File: src/rtl/ctrl_pkg.sv
// ctrl_pkg: shared types and encodings for the multi-cycle RV32I control unit.
//   state_t    FSM state encoding (FETCH/DECODE/EXEC/MEM/WB/TRAP)
//   class_t    instruction class used by the FSM to pick its path
//   ALU_*      ALUOp codes shared with the datapath ALU
//   EXT_*      one-hot immediate select {SHAMT, I, S, B, U, J}
//   NPC_*      next-PC select, WD_* register write-back select
//   OP_*/F7_*  opcode and funct7 values, TRAP_* trap cause codes
package ctrl_pkg;

    typedef enum logic [2:0] {
        S_FETCH  = 3'd0,
        S_DECODE = 3'd1,
        S_EXEC   = 3'd2,
        S_MEM    = 3'd3,
        S_WB     = 3'd4,
        S_TRAP   = 3'd5
    } state_t;

    typedef enum logic [2:0] {
        CLS_ALU    = 3'd0,
        CLS_LOAD   = 3'd1,
        CLS_STORE  = 3'd2,
        CLS_BRANCH = 3'd3,
        CLS_JAL    = 3'd4,
        CLS_JALR   = 3'd5
    } class_t;

    localparam logic [4:0] ALU_NOP  = 5'b00000;
    localparam logic [4:0] ALU_LUI  = 5'b00001;
    localparam logic [4:0] ALU_ADD  = 5'b00011;
    localparam logic [4:0] ALU_SUB  = 5'b00100;
    localparam logic [4:0] ALU_BNE  = 5'b00101;
    localparam logic [4:0] ALU_BLT  = 5'b00110;
    localparam logic [4:0] ALU_BGE  = 5'b00111;
    localparam logic [4:0] ALU_BLTU = 5'b01000;
    localparam logic [4:0] ALU_BGEU = 5'b01001;
    localparam logic [4:0] ALU_SLT  = 5'b01010;
    localparam logic [4:0] ALU_SLTU = 5'b01011;
    localparam logic [4:0] ALU_XOR  = 5'b01100;
    localparam logic [4:0] ALU_OR   = 5'b01101;
    localparam logic [4:0] ALU_AND  = 5'b01110;
    localparam logic [4:0] ALU_SLL  = 5'b01111;
    localparam logic [4:0] ALU_SRL  = 5'b10000;
    localparam logic [4:0] ALU_SRA  = 5'b10001;

    localparam logic [5:0] EXT_NONE  = 6'b000000;
    localparam logic [5:0] EXT_SHAMT = 6'b100000;
    localparam logic [5:0] EXT_I     = 6'b010000;
    localparam logic [5:0] EXT_S     = 6'b001000;
    localparam logic [5:0] EXT_B     = 6'b000100;
    localparam logic [5:0] EXT_U     = 6'b000010;
    localparam logic [5:0] EXT_J     = 6'b000001;

    localparam logic [2:0] NPC_PLUS4  = 3'b000;
    localparam logic [2:0] NPC_BRANCH = 3'b001;
    localparam logic [2:0] NPC_JUMP   = 3'b010;
    localparam logic [2:0] NPC_JALR   = 3'b100;

    localparam logic [1:0] WD_ALU = 2'b00;
    localparam logic [1:0] WD_MEM = 2'b01;
    localparam logic [1:0] WD_PC  = 2'b10;

    localparam logic [6:0] OP_R      = 7'b0110011;
    localparam logic [6:0] OP_IMM    = 7'b0010011;
    localparam logic [6:0] OP_LOAD   = 7'b0000011;
    localparam logic [6:0] OP_STORE  = 7'b0100011;
    localparam logic [6:0] OP_BRANCH = 7'b1100011;
    localparam logic [6:0] OP_JAL    = 7'b1101111;
    localparam logic [6:0] OP_JALR   = 7'b1100111;
    localparam logic [6:0] OP_LUI    = 7'b0110111;

    localparam logic [6:0] F7_BASE = 7'b0000000;
    localparam logic [6:0] F7_ALT  = 7'b0100000;

    localparam logic [1:0] TRAP_NONE    = 2'b00;
    localparam logic [1:0] TRAP_ILLEGAL = 2'b01;
    localparam logic [1:0] TRAP_IFETCH  = 2'b10;
    localparam logic [1:0] TRAP_DATA    = 2'b11;

    // Funct3 -> ALU operation for the R-type / OP-IMM group. 'alt' selects
    // sub over add and sra over srl (funct7 = 0100000).
    function automatic logic [4:0] alu_from_f3(input logic [2:0] f3, input logic alt);
        logic [4:0] op;
        case (f3)
            3'b000:  op = alt ? ALU_SUB : ALU_ADD;
            3'b001:  op = ALU_SLL;
            3'b010:  op = ALU_SLT;
            3'b011:  op = ALU_SLTU;
            3'b100:  op = ALU_XOR;
            3'b101:  op = alt ? ALU_SRA : ALU_SRL;
            3'b110:  op = ALU_OR;
            default: op = ALU_AND;
        endcase
        return op;
    endfunction

endpackage

File: src/rtl/rv32i_decode.sv
// rv32i_decode: combinational RV32I instruction decoder.
//   i_op, i_funct7, i_funct3  instruction register fields
//   o_legal                   encoding is in the supported RV32I subset
//   o_class                   instruction class for the sequencing FSM
//   o_alu_op, o_ext_op        ALU operation and one-hot immediate select
//   o_alu_src                 ALU B operand comes from the immediate
module rv32i_decode
    import ctrl_pkg::*;
(
    input  logic [6:0] i_op,
    input  logic [6:0] i_funct7,
    input  logic [2:0] i_funct3,
    output logic       o_legal,
    output class_t     o_class,
    output logic [4:0] o_alu_op,
    output logic [5:0] o_ext_op,
    output logic       o_alu_src
);

    logic w_f7_base;
    logic w_f7_alt;
    logic w_is_shift;

    assign w_f7_base  = (i_funct7 == F7_BASE);
    assign w_f7_alt   = (i_funct7 == F7_ALT);
    assign w_is_shift = (i_funct3 == 3'b001) || (i_funct3 == 3'b101);

    always_comb begin
        o_legal   = 1'b0;
        o_class   = CLS_ALU;
        o_alu_op  = ALU_NOP;
        o_ext_op  = EXT_NONE;
        o_alu_src = 1'b0;
        case (i_op)
            OP_R: begin
                // Only add/sub and srl/sra have an alternate funct7 form.
                o_legal  = w_f7_base ||
                           (w_f7_alt && ((i_funct3 == 3'b000) || (i_funct3 == 3'b101)));
                o_alu_op = alu_from_f3(i_funct3, w_f7_alt);
            end
            OP_IMM: begin
                o_alu_src = 1'b1;
                if (w_is_shift) begin
                    // slli needs funct7 = 0; srli/srai accept the two shift forms.
                    o_legal  = w_f7_base || (w_f7_alt && (i_funct3 == 3'b101));
                    o_ext_op = EXT_SHAMT;
                    o_alu_op = alu_from_f3(i_funct3, w_f7_alt);
                end else begin
                    // funct7 bits are immediate bits here, never checked.
                    o_legal  = 1'b1;
                    o_ext_op = EXT_I;
                    o_alu_op = alu_from_f3(i_funct3, 1'b0);
                end
            end
            OP_LOAD: begin
                o_legal   = (i_funct3 == 3'b010);
                o_class   = CLS_LOAD;
                o_alu_op  = ALU_ADD;
                o_ext_op  = EXT_I;
                o_alu_src = 1'b1;
            end
            OP_STORE: begin
                o_legal   = (i_funct3 == 3'b010);
                o_class   = CLS_STORE;
                o_alu_op  = ALU_ADD;
                o_ext_op  = EXT_S;
                o_alu_src = 1'b1;
            end
            OP_BRANCH: begin
                o_class  = CLS_BRANCH;
                o_ext_op = EXT_B;
                o_legal  = 1'b1;
                case (i_funct3)
                    3'b000:  o_alu_op = ALU_SUB;
                    3'b001:  o_alu_op = ALU_BNE;
                    3'b100:  o_alu_op = ALU_BLT;
                    3'b101:  o_alu_op = ALU_BGE;
                    3'b110:  o_alu_op = ALU_BLTU;
                    3'b111:  o_alu_op = ALU_BGEU;
                    default: o_legal  = 1'b0;
                endcase
            end
            OP_JAL: begin
                o_legal  = 1'b1;
                o_class  = CLS_JAL;
                o_ext_op = EXT_J;
            end
            OP_JALR: begin
                o_legal   = (i_funct3 == 3'b000);
                o_class   = CLS_JALR;
                o_alu_op  = ALU_ADD;
                o_ext_op  = EXT_I;
                o_alu_src = 1'b1;
            end
            OP_LUI: begin
                o_legal   = 1'b1;
                o_alu_op  = ALU_LUI;
                o_ext_op  = EXT_U;
                o_alu_src = 1'b1;
            end
            default: o_legal = 1'b0;
        endcase
    end

endmodule

File: src/rtl/mc_ctrl.sv
// mc_ctrl: multi-cycle control unit for the RV32I core.
// Sequences FETCH/DECODE/EXEC/MEM/WB, waits on a ready/valid memory port with
// a timeout, traps on illegal encodings or timeouts, counts retirements.
//   clk, rstn                    clock, synchronous active-low reset
//   Op, Funct7, Funct3, Zero     IR fields and ALU branch flag
//   mem_ready / mem_req, mem_we  memory handshake
//   IRWrite, PCWrite, RegWrite   one-cycle datapath strobes
//   ALUSrc, EXTOp, ALUOp         ALU operand/operation controls
//   NPCOp, WDSel                 next-PC and write-back selects
//   trap, trap_cause             halted flag and cause
//   instret                      retired-instruction counter (CNT_W bits)
module mc_ctrl
    import ctrl_pkg::*;
#(
    parameter int MEM_TIMEOUT = 15,
    parameter int CNT_W       = 32
) (
    input  logic             clk,
    input  logic             rstn,
    input  logic [6:0]       Op,
    input  logic [6:0]       Funct7,
    input  logic [2:0]       Funct3,
    input  logic             Zero,
    input  logic             mem_ready,
    output logic             mem_req,
    output logic             mem_we,
    output logic             IRWrite,
    output logic             PCWrite,
    output logic             RegWrite,
    output logic             ALUSrc,
    output logic [5:0]       EXTOp,
    output logic [4:0]       ALUOp,
    output logic [2:0]       NPCOp,
    output logic [1:0]       WDSel,
    output logic             trap,
    output logic [1:0]       trap_cause,
    output logic [CNT_W-1:0] instret
);

    // Wide enough to hold MEM_TIMEOUT-1 and saturate above it.
    localparam int WAIT_W = $clog2(MEM_TIMEOUT + 2);
    localparam logic [WAIT_W-1:0] WAIT_LIM =
        WAIT_W'((MEM_TIMEOUT == 0) ? 0 : MEM_TIMEOUT - 1);

    state_t           r_state;
    state_t           w_next;
    logic [WAIT_W-1:0] r_wait;
    logic [1:0]       r_cause;
    logic [CNT_W-1:0] r_instret;

    logic             w_legal;
    class_t           w_class;
    logic [4:0]       w_alu_op;
    logic [5:0]       w_ext_op;
    logic             w_alu_src;
    logic             w_timeout;
    logic             w_retire;
    logic [1:0]       w_trap_code;

    rv32i_decode u_decode (
        .i_op      (Op),
        .i_funct7  (Funct7),
        .i_funct3  (Funct3),
        .o_legal   (w_legal),
        .o_class   (w_class),
        .o_alu_op  (w_alu_op),
        .o_ext_op  (w_ext_op),
        .o_alu_src (w_alu_src)
    );

    // This cycle is the MEM_TIMEOUT-th consecutive wait; a ready in the same
    // cycle takes priority in the FSM below.
    assign w_timeout = (MEM_TIMEOUT != 0) && (r_wait == WAIT_LIM) && !mem_ready;

    always_ff @(posedge clk) begin
        if (!rstn) begin
            r_state   <= S_FETCH;
            r_wait    <= '0;
            r_cause   <= TRAP_NONE;
            r_instret <= '0;
        end else begin
            r_state <= w_next;
            if (w_next != r_state) begin
                r_wait <= '0;
            end else if (((r_state == S_FETCH) || (r_state == S_MEM)) && !mem_ready &&
                         (r_wait != '1)) begin
                r_wait <= r_wait + 1'b1;
            end
            if (w_trap_code != TRAP_NONE) begin
                r_cause <= w_trap_code;
            end
            if (w_retire) begin
                r_instret <= r_instret + 1'b1;
            end
        end
    end

    always_comb begin
        w_next      = r_state;
        w_retire    = 1'b0;
        w_trap_code = TRAP_NONE;
        mem_req     = 1'b0;
        mem_we      = 1'b0;
        IRWrite     = 1'b0;
        PCWrite     = 1'b0;
        RegWrite    = 1'b0;
        ALUSrc      = 1'b0;
        EXTOp       = EXT_NONE;
        ALUOp       = ALU_NOP;
        NPCOp       = NPC_PLUS4;
        WDSel       = WD_ALU;
        trap        = 1'b0;
        case (r_state)
            S_FETCH: begin
                mem_req = 1'b1;
                if (mem_ready) begin
                    IRWrite = 1'b1;
                    PCWrite = 1'b1;
                    w_next  = S_DECODE;
                end else if (w_timeout) begin
                    w_next      = S_TRAP;
                    w_trap_code = TRAP_IFETCH;
                end
            end
            S_DECODE: begin
                if (w_legal) begin
                    w_next = S_EXEC;
                end else begin
                    w_next      = S_TRAP;
                    w_trap_code = TRAP_ILLEGAL;
                end
            end
            S_EXEC: begin
                ALUOp  = w_alu_op;
                ALUSrc = w_alu_src;
                EXTOp  = w_ext_op;
                case (w_class)
                    CLS_BRANCH: begin
                        PCWrite  = Zero;
                        NPCOp    = NPC_BRANCH;
                        w_next   = S_FETCH;
                        w_retire = 1'b1;
                    end
                    CLS_LOAD, CLS_STORE: w_next = S_MEM;
                    default:             w_next = S_WB;
                endcase
            end
            S_MEM: begin
                // ALU controls stay up so the address is stable for the access.
                mem_req = 1'b1;
                mem_we  = (w_class == CLS_STORE);
                ALUOp   = w_alu_op;
                ALUSrc  = w_alu_src;
                EXTOp   = w_ext_op;
                if (mem_ready) begin
                    if (w_class == CLS_STORE) begin
                        w_next   = S_FETCH;
                        w_retire = 1'b1;
                    end else begin
                        w_next = S_WB;
                    end
                end else if (w_timeout) begin
                    w_next      = S_TRAP;
                    w_trap_code = TRAP_DATA;
                end
            end
            S_WB: begin
                // No ALU result register: the ALU keeps computing through WB.
                RegWrite = 1'b1;
                ALUOp    = w_alu_op;
                ALUSrc   = w_alu_src;
                EXTOp    = w_ext_op;
                case (w_class)
                    CLS_LOAD: WDSel = WD_MEM;
                    CLS_JAL: begin
                        WDSel   = WD_PC;
                        PCWrite = 1'b1;
                        NPCOp   = NPC_JUMP;
                    end
                    CLS_JALR: begin
                        WDSel   = WD_PC;
                        PCWrite = 1'b1;
                        NPCOp   = NPC_JALR;
                    end
                    default: WDSel = WD_ALU;
                endcase
                w_next   = S_FETCH;
                w_retire = 1'b1;
            end
            S_TRAP: begin
                trap = 1'b1;
            end
            default: w_next = S_FETCH;
        endcase
    end

    assign trap_cause = r_cause;
    assign instret    = r_instret;

endmodule
File: config.mk
export PLATFORM = sky130hd
export DESIGN_NAME = mc_ctrl
export DESIGN_NICKNAME = d
export VERILOG_FILES = /design/src/rtl/ctrl_pkg.sv /design/src/rtl/rv32i_decode.sv /design/src/rtl/mc_ctrl.sv
export SDC_FILE = /design/constraint.sdc
export NUM_CORES = 1
export LEC_CHECK = 0
export ABC_AREA = 1
export CAP_MARGIN = 20
export CORE_ASPECT_RATIO = 0.9
export CORE_MARGIN = 8
export CORE_UTILIZATION = 50
export CTS_BUF_LIST = sky130_fd_sc_hd__clkbuf_16
export DETAILED_ROUTE_END_ITERATION = 8
export GPL_ROUTABILITY_DRIVEN = 1
export PLACE_DENSITY = 0.83
export SYNTH_ARGS = -nofsm -noshare
export SYNTH_HDL_FRONTEND = slang
export SYNTH_SLANG_ARGS = --single-unit
File: constraint.sdc
create_clock -name clk -period 3 [get_ports clk]
set_input_delay 0.45 -clock clk [delete_from_list [all_inputs] [get_ports clk]]
set_output_delay 0.45 -clock clk [all_outputs]
set_load 0.02 [all_outputs]
### After elaboration in Yosys (flattened, before gate mapping)

Cells that the tools add are included.

| operators by class | value |
|---|---|
| $add $sub $neg | 2 |
| multipliers | 0 |
| div/mod/pow operators | 0 |
| $lt $le $gt $ge | 0 |
| eq/ne operators | 29 |
| shift-type cells | 0 |
| muxes and demuxes | 48 |
| bitwise gates (word level) | 1 |
| reduce and logical (&&, ||, !) cells | 26 |

Operators with widths:

| kind | count |
|---|---|
| one-hot mux 5 bit (7 select lines) | 2 |
| one-hot mux 6 bit (6 select lines) | 1 |
| adder 32 x 1 -> 32 bit, second input constant | 1 |
| one-hot mux 3 bit (5 select lines) | 2 |
| equality test 7 x 6 -> 1 bit, second input constant | 4 |
| one-hot mux 5 bit (5 select lines) | 1 |
| equality test 3 bit, second input constant | 8 |
| one-hot mux 4 bit (6 select lines) | 1 |
| equality test 7 bit, second input constant | 3 |
| equality test 3 x 2 -> 1 bit, second input constant | 6 |
| 2-to-1 mux 1 bit | 18 |
| 2-to-1 mux 3 bit | 6 |
| one-hot mux 3 bit (2 select lines) | 3 |
| OR reduction 2 bit | 7 |
| 2-to-1 mux 6 bit | 2 |
| 2-to-1 mux 2 bit | 5 |
| 2-to-1 mux 5 bit | 2 |
| equality test 3 x 1 -> 1 bit, second input constant | 3 |
| equality test 7 x 2 -> 1 bit, second input constant | 1 |
| equality test 7 x 5 -> 1 bit, second input constant | 1 |
| logical NOT 7 bit | 1 |
| logical NOT 3 bit | 2 |
| one-hot mux 1 bit (3 select lines) | 2 |
| one-hot mux 1 bit (6 select lines) | 1 |
| 14 further kinds | 23 |

| word-level totals | value |
|---|---|
| register bits after elaboration | 42 |
| bits in latches | 0 |
| RAM bits | 0 |
| ROM bits | 0 |
| bits of input ports | 21 |
| output and inout port bits | 57 |
| word-level logic and storage cells | 110 |
| memories kept | 0 |

### Depth between registers and ports, before layout

Gate-level depths: netlist of run 1.

| logic depth | value |
|---|---|
| depth after elaboration | 9 |
| gate-level depth with buffers | 14 |
| depth with buffers taken out | 13 |

### Cells and area by module

A second synthesis of run 1 with hierarchy kept.

| unflattened totals | value |
|---|---|
| cell total of the unflattened synthesis | 585 |
| area total of the unflattened synthesis | 3350.7 um^2 |

Modules (own cells, without submodules):

| module | instances | cells each | area an instance (um^2) | seq. area each (um^2) |
|---|---|---|---|---|
| mc_ctrl | 1 | 467 | 2792.7 | 840.8 |
| rv32i_decode | 1 | 118 | 558.0 | 0.0 |

### Least setup slack after synthesis of run 1

No wires, ideal clock.

| path | value |
|---|---|
| kind | reg-to-output |
| start | register r_state[0] |
| end | output port ALUOp[3] |
| arrival | 1981 ps |
| required time | 2550 ps |
| path slack | 569 ps |
| stages on the path, launching flop included | 8 |
| path buffers | 0 |
| cells stage by stage | dfxtp_1 -> inv_1 -> nand2_1 -> nor2_1 -> nor2_1 -> nor3_1 -> nand3_1 -> o21ai_0 |

| on the way | value |
|---|---|
| word-level cells in the longest chain between the ends | 3 |
| elaborated cells on any way between the ends | 5 |
| those cells by class | eq/ne (3); mux (1); reduce/logical (1) |

RTL lines:

| element | line | source |
|---|---|---|
| start, declared | mc_ctrl.sv:45 | `state_t r_state;` |
| start signal, assigned | mc_ctrl.sv:82 | `r_state <= w_next;` |
| equality test 3 x 2 -> 1 bit / equality test 3 bit (equally long branches) | mc_ctrl.sv:113 | `case (r_state)` |
| OR reduction 3 bit (no source line) * | -- |  |
| 2-to-1 mux 5 bit * | mc_ctrl.sv:113 |  |
| end, declared | mc_ctrl.sv:32 | `output logic [4:0] ALUOp,` |

Mark *: on every way between the ends. The rest lies on a longest branch, timed or not.

### Final worst setup path of run 1

| path | value |
|---|---|
| start | input port Op[5] |
| end | output port ALUOp[2] |

| on the way | value |
|---|---|
| word-level cells in the longest chain between the ends | 4 |
| elaborated cells on any way between the ends | 10 |
| those cells by class | eq/ne (7); mux (2); reduce/logical (1) |

RTL lines:

| element | line | source |
|---|---|---|
| start, declared | mc_ctrl.sv:20 | `input logic [6:0] Op,` |
| equality test 7 x 2 -> 1 bit, or another cell as far along | rv32i_decode.sv:34 | `case (i_op)` |
| OR reduction 3 bit (no source line) | -- |  |
| one-hot mux 5 bit (5 select lines) * | rv32i_decode.sv:34 |  |
| 2-to-1 mux 5 bit * | mc_ctrl.sv:113 |  |

Marks and branches as above.

==> results.ini, run 1 <==
[timing]
final.setup_skew_ns = 0.00838
grt_setup_unrepaired = false
worst_slack_ns = 0.0593
period_minus_slack_ns = 2.94
tightest_slew_ns = 0.565
fin_crit_sh_pct = 98.0
finalSetupViolCount = 0
setup_tns_ns = 0
slew_headroom_pct = 62.2
final-max-slew-violation-count = 0
hold_viol = 0
fmax_mhz = 340
holdWs_ns = 0.467

[cts]
ctsHoldBuffers = 0
cts_tree = done
path_clk_slew_ns = 0.06
htree_levels = 2
cts_buffers = 5
clkSinkCount = 42
clock_path_buffers = 2
clk_latency_ns = 0.28
cts_root_buffer = clkbuf_16

[power]
clock_power_share_pct = 47.0
netSwitchingFraction_pct = 24.2
powerDensity_nw_per_um2 = 382
leakage_nw = 1.68
p_int_w = 0.00113
power_frac_comb_pct = 14.4
p_seq_share_pct = 38.6
vdd_drop_max_mv = 0.293
p_switching_w = 0.000362
total_power_w = 0.00149

[routing]
drt_iter0_drc = 224
vias = 3221
first_pass_iters = 4
drc_errors = 0
wire_per_inst_um = 14.3
routed_wl_um = 8670
viasPerCell = 5.32
ant_nets = 0

[worst_setup_path]
crit_type = in -> out
critPathLaunchType = input pin
reg2regPathDepth = 12
ff2ff_setup_slack_ns = 0.78
cp.required_ns = 2.55
arrival_ns = 2.49
crit-reg2reg-launch = r_state[1]
timing.rr.end = instret[25]
end_kind = primary output
crit_fanout = 5

[floorplan]
rows = 26
ioPinCount = 78
dieArea_um2 = 8320
start_util_pct = 50.8
die_y_um = 87.3
fp.dieW_um = 95.3
core_area_um2 = 5560

[finish]
num_antenna_cells = 0
drive_gt1_share_pct = 7.48
multi_input_area_um2 = 1690
syn_to_final_growth_pct = 38.3
register_area_um2 = 841
utilization_pct = 70.3
nFillCells = 469
fin_nets = 559

[synthesis]
ys_ff_latch = 42
yosysWarnings = 0
synth_top_area_share_pct = 29.7
synthCells = 448
synth_top_area_cell = dfxtp_1
ys_top_cells_by_area = dfxtp_1 30%, nand2_1 12%, nor2_1 10%
syn_area_um2 = 2830
ys_types = 41
avgSynthCellArea_um2 = 6.31
synthesis.nets = 473
postSynth.topFlopCell = dfxtp_1
ys_seq_area_share_pct = 29.7
synth_edf_count = 0
async_flop_share_pct = 0

[global_route]
grt_use_total_pct = 20.9
gr-total-overflow = 0
grt_pass1_vias = 2924
grt_antenna_before_repair = 0
grt_pass1_wl_um = 14200
grt_max_degree = 24

[placed_design]
dp_slack_ns = 0.0824
port-buffer-count = 77
post-dp-hpwl_um = 6600
routabilityCongestion = 0.961

[worst_hold_path]
hold_depth = 2
hold_class = reg -> reg
worstHoldStart = trap_cause[1]
min_to = trap_cause[1]

[outcome]
status = complete, no violations

[job]
cap_violations = 0

## through the flow
step	instance area [µm²]	std cells
floorplan	2830	448
detailed placement	3700	597
finish	3910	605
CTS	3900	605
global placement	3700	597
global route	3910	605
## routing by layer
layer | GRT usage, % | share of wire, %
met1 | 27.1 | 46
met2 | 34.4 | 46
met3 | 4.57 | 7.4
met4 | 3.97 | 1.0
met5 | 0 | 0
## cells by family after synthesis
kind of cell               Yosys count  share of synthesized area, %
buffers and inverters               75                          10.6
adders and majority gates            4                          1.77
AOI/OAI and AO/OA                   58                          11.4
DFF                                 42                          29.7
xor gates and xnor gates             4                          1.24
muxes                                1                         0.354
and+or+nand+nor                    264                          44.9
## final cells by class
class,instances,share of cell area [%]
clock buffer,5,3.20
clock inverter,3,1.76
inverter,69,6.62
multi-input combinational,331,43.2
sequential,42,21.5
tap,70,2.24
timing repair buffer,85,21.5
## Yosys cell counts (2+ instances only)
cell / n
nor2_1: 78
a31oi_1: 4
nand2_2: 3
nand3b_1: 2
nand2_1: 89
nor3b_1: 2
a21oi_1: 30
nor2_2: 2
xor2_1: 2
ha_1: 4
nor3_1: 28
nand3_1: 28
nand3_4: 2
nor2_4: 5
nand4_1: 13
inv_1: 68
nand3_2: 2
nand2_4: 3
o21ai_1: 4
o2111ai_1: 2
and3_1: 2
buf_6: 2
o21ai_0: 12
dfxtp_1: 42
xnor2_1: 2
clkbuf_2: 2
## worst max-delay path by stage
stage,from,slack [ns],to,cells after the start
after floorplan,r_state[0],0.57,ALUOp[3],7
after global placement,Op[5],0.09,ALUOp[2],7
after detailed placement,Op[2],0.08,ALUOp[0],13
after CTS,Op[2],0.08,ALUOp[0],13
after global routing,Op[0],0.01,NPCOp[2],8
final,Op[5],0.06,ALUOp[2],7
## critical path, cell delays in order
cell and delay (ns):
clkdlybuf4s50_1 0.58, nand2_1 0.08, nor2_1 0.13, nand2_1 0.13, o32ai_1 0.33, a32o_1 0.19
clkdlybuf4s50_1 0.60
## registers in the layout, indices dropped and copies added, names as in the netlist
name,cells
instret,32
r_wait,5
r_state,3
trap_cause,2
## power groups by stage
stage	combinational, W	clock, W	sequential, W
after floorplan	0.000123	0	0.000590
after global placement	0.000208	0	0.000588
after detailed placement	0.000212	0	0.000588
after CTS	0.000214	0.000700	0.000576
after global routing	0.000235	0.000734	0.000577
final	0.000214	0.000702	0.000576
## cell usage in the layout, fill, tap and decap left out, types with 2 or more instances in the layout
cell / synthesis / final
nand3_2: 2 / 2
nor3b_1: 2 / 2
nor2_4: 5 / 5
ha_1: 4 / 4
o21ai_1: 4 / 4
nand3b_1: 2 / 2
buf_4: 0 / 8
nand2_2: 3 / 3
clkbuf_16: 0 / 5
nand4_1: 13 / 13
nor2_2: 2 / 3
nor2_1: 78 / 77
o21ai_0: 12 / 12
nand2_4: 3 / 3
a31oi_1: 4 / 4
bufinv_16: 0 / 2
o2111ai_1: 2 / 2
xor2_1: 2 / 2
and3_1: 2 / 2
nor3_1: 28 / 28
xnor2_1: 2 / 2
nand3_1: 28 / 28
clkdlybuf4s50_1: 0 / 73
nand2_1: 89 / 89
dlymetal6s2s_1: 0 / 4
dfxtp_1: 42 / 42
a21oi_1: 30 / 30
inv_1: 68 / 68
nand3_4: 2 / 2
## repair_timing
item / CTS / global route
buffers inserted: 0 / 0
setup endpoints to repair: 0 / 5
endpoints found under the hold margin: 0 / 0
gates resized for setup: 0 / 5
(Power assumes the default switching activity.)
==> inputs of run 2 (changes only) <==
--- a/config.mk
+++ b/config.mk
@@ -12,7 +12,7 @@
 export CORE_UTILIZATION = 50
 export CTS_BUF_LIST = sky130_fd_sc_hd__clkbuf_16
 export DETAILED_ROUTE_END_ITERATION = 8
-export GPL_ROUTABILITY_DRIVEN = 1
+export GPL_ROUTABILITY_DRIVEN = 0
 export PLACE_DENSITY = 0.83
 export SYNTH_ARGS = -nofsm -noshare
 export SYNTH_HDL_FRONTEND = slang
==> results.ini, run 2 (synthesized netlist as in run 1, its figures left out) <==
[cts]
clkSinkCount = 42
cts_root_buffer = clkbuf_16
cts_buffers = 5
path_clk_slew_ns = 0.06
cts_tree = done
clock_path_buffers = 2
htree_levels = 2
clk_latency_ns = 0.29
ctsHoldBuffers = 0

[finish]
largest_reg_flops = 32
nFillCells = 469
register_area_um2 = 841
layout_commonest_cell = nand2_1
drive_gt1_share_pct = 7.30
fin_nets = 558
design_area_um2 = 3860
syn_to_final_growth_pct = 36.4
multi_input_area_um2 = 1690
utilization_pct = 69.3
num_antenna_cells = 0
final_cell_mix = 89 x nand2_1, 77 x nor2_1, 71 x clkdlybuf4s50_1
finalNonFillerCells = 604

[worst_setup_path]
critPathLaunchType = input pin
crit_type = in -> out
arrival_ns = 2.42
ff2ff_setup_slack_ns = 0.87
reg2regPathDepth = 12
end_kind = primary output
cp.required_ns = 2.55
crit_fanout = 8
crit-reg2reg-launch = r_state[1]
timing.rr.end = instret[30]

[timing]
final.setup_skew_ns = 0.00437
finalSetupViolCount = 0
fmax_mhz = 348
slew_headroom_pct = 67.6
grt_setup_unrepaired = false
tightest_slew_ns = 0.482
period_minus_slack_ns = 2.87
hold_viol = 0
setup_tns_ns = 0
final-max-slew-violation-count = 0
fin_crit_sh_pct = 95.7

[floorplan]
start_util_pct = 50.8
core_area_um2 = 5560
rows = 26
fp.dieW_um = 95.3
ioPinCount = 78
dieArea_um2 = 8320
die_y_um = 87.3

[global_route]
grt_use_total_pct = 19.5
gr-total-overflow = 0
grt_max_degree = 25
grt_antenna_before_repair = 0
grt_pass1_vias = 2946
grt_pass1_wl_um = 13400

[job]
cap_violations = 0

[routing]
first_pass_iters = 4
vias = 3199
wire_per_inst_um = 13.3
drt_iter0_drc = 246
drc_errors = 0
ant_nets = 0
viasPerCell = 5.30
routed_wl_um = 8060

[placed_design]
placed_cell_area_um2 = 3700
dp_cells = 596
post-dp-hpwl_um = 6270
port-buffer-count = 77

[power]
vdd_drop_max_mv = 0.271
leakage_nw = 1.68
powerDensity_nw_per_um2 = 342

[worst_hold_path]
hold_class = reg -> reg
worstHoldStart = trap_cause[1]
hold_depth = 2
min_to = trap_cause[1]

[outcome]
status = complete, no violations

-- run 2: cell count changes in the layout (fill, tap and decap cells not counted), sizes merged --
cell and change:
buf -1, bufinv -2, clkdlybuf4s50 -2, clkinv +1
clkinvlp +1, dlygate4sd2 +1, dlymetal6s2s +1
-- run 2: per-layer routing --
| layer | vias up | track usage [%] | wire (µm) |
|---|---|---|---|
| met5 | - | 0 | 0 |
| met4 | 0 | 6.09 | 127 |
| met3 | 17 | 5.43 | 711 |
| li1 | 1637 | - | - |
| met1 | 1415 | 24.6 | 3600 |
| met2 | 130 | 31.2 | 3620 |
-- run 2: cell type report --
| class | count | share of cell area (%) |
|---|---|---|
| tap | 70 | 2.27 |
| inverter | 69 | 6.71 |
| sequential | 42 | 21.8 |
| multi-input combinational | 331 | 43.8 |
| clock inverter | 3 | 0.551 |
| clock buffer | 5 | 3.24 |
| timing repair buffer | 84 | 21.6 |
-- run 2: how the worst max path moves through the flow --
stage / from / endpoint / slack [ns] / depth (start not counted)
2_1_floorplan: r_state[0] / ALUOp[3] / 0.57 / 7
3_3_place_gp: Op[1] / ALUOp[0] / 0.06 / 12
3_5_place_dp: Op[2] / ALUOp[0] / 0.004 / 13
4_1_cts: Op[2] / ALUOp[1] / 0.03 / 12
5_1_grt: Op[4] / NPCOp[2] / 0.02 / 9
6_report: Op[2] / EXTOp[5] / 0.13 / 9
-- run 2: stage by stage --
step,hold slack (ns),setup WS (ns),total power (W)
detailed placement,0.466,0.00374,0.000797
global placement,0.467,0.0637,0.000791
floorplan,0.500,0.569,0.000713
finish,0.482,0.128,0.00132
global route,0.497,0.0151,0.00138
CTS,0.484,0.0293,0.00133
-- run 2: timing repair --
action | CTS | global route
setup endpoints to repair | 1 | 7
gates resized for setup | 1 | 6
setup buffers | 0 | 0
-- run 2: critical path, cell delays in order --
cell	delay, ns
clkdlybuf4s50_1	0.45
inv_1	0.09
nand2_1	0.09
nor2_4	0.17
nand3_1	0.11
nor2_1	0.16
inv_1	0.09
nor3_1	0.16
clkdlybuf4s50_1	0.64
-- run 2: report_power, final --
| part | leakage [nW] | total (W) | switching [W] | internal, W |
|---|---|---|---|---|
| clock network | 0.0698 | 0.000534 | 0.000226 | 0.000308 |
| logic | 1.27 | 0.000210 | 0.000124 | 0.0000856 |
| registers | 0.339 | 0.000576 | 0.00000991 | 0.000566 |
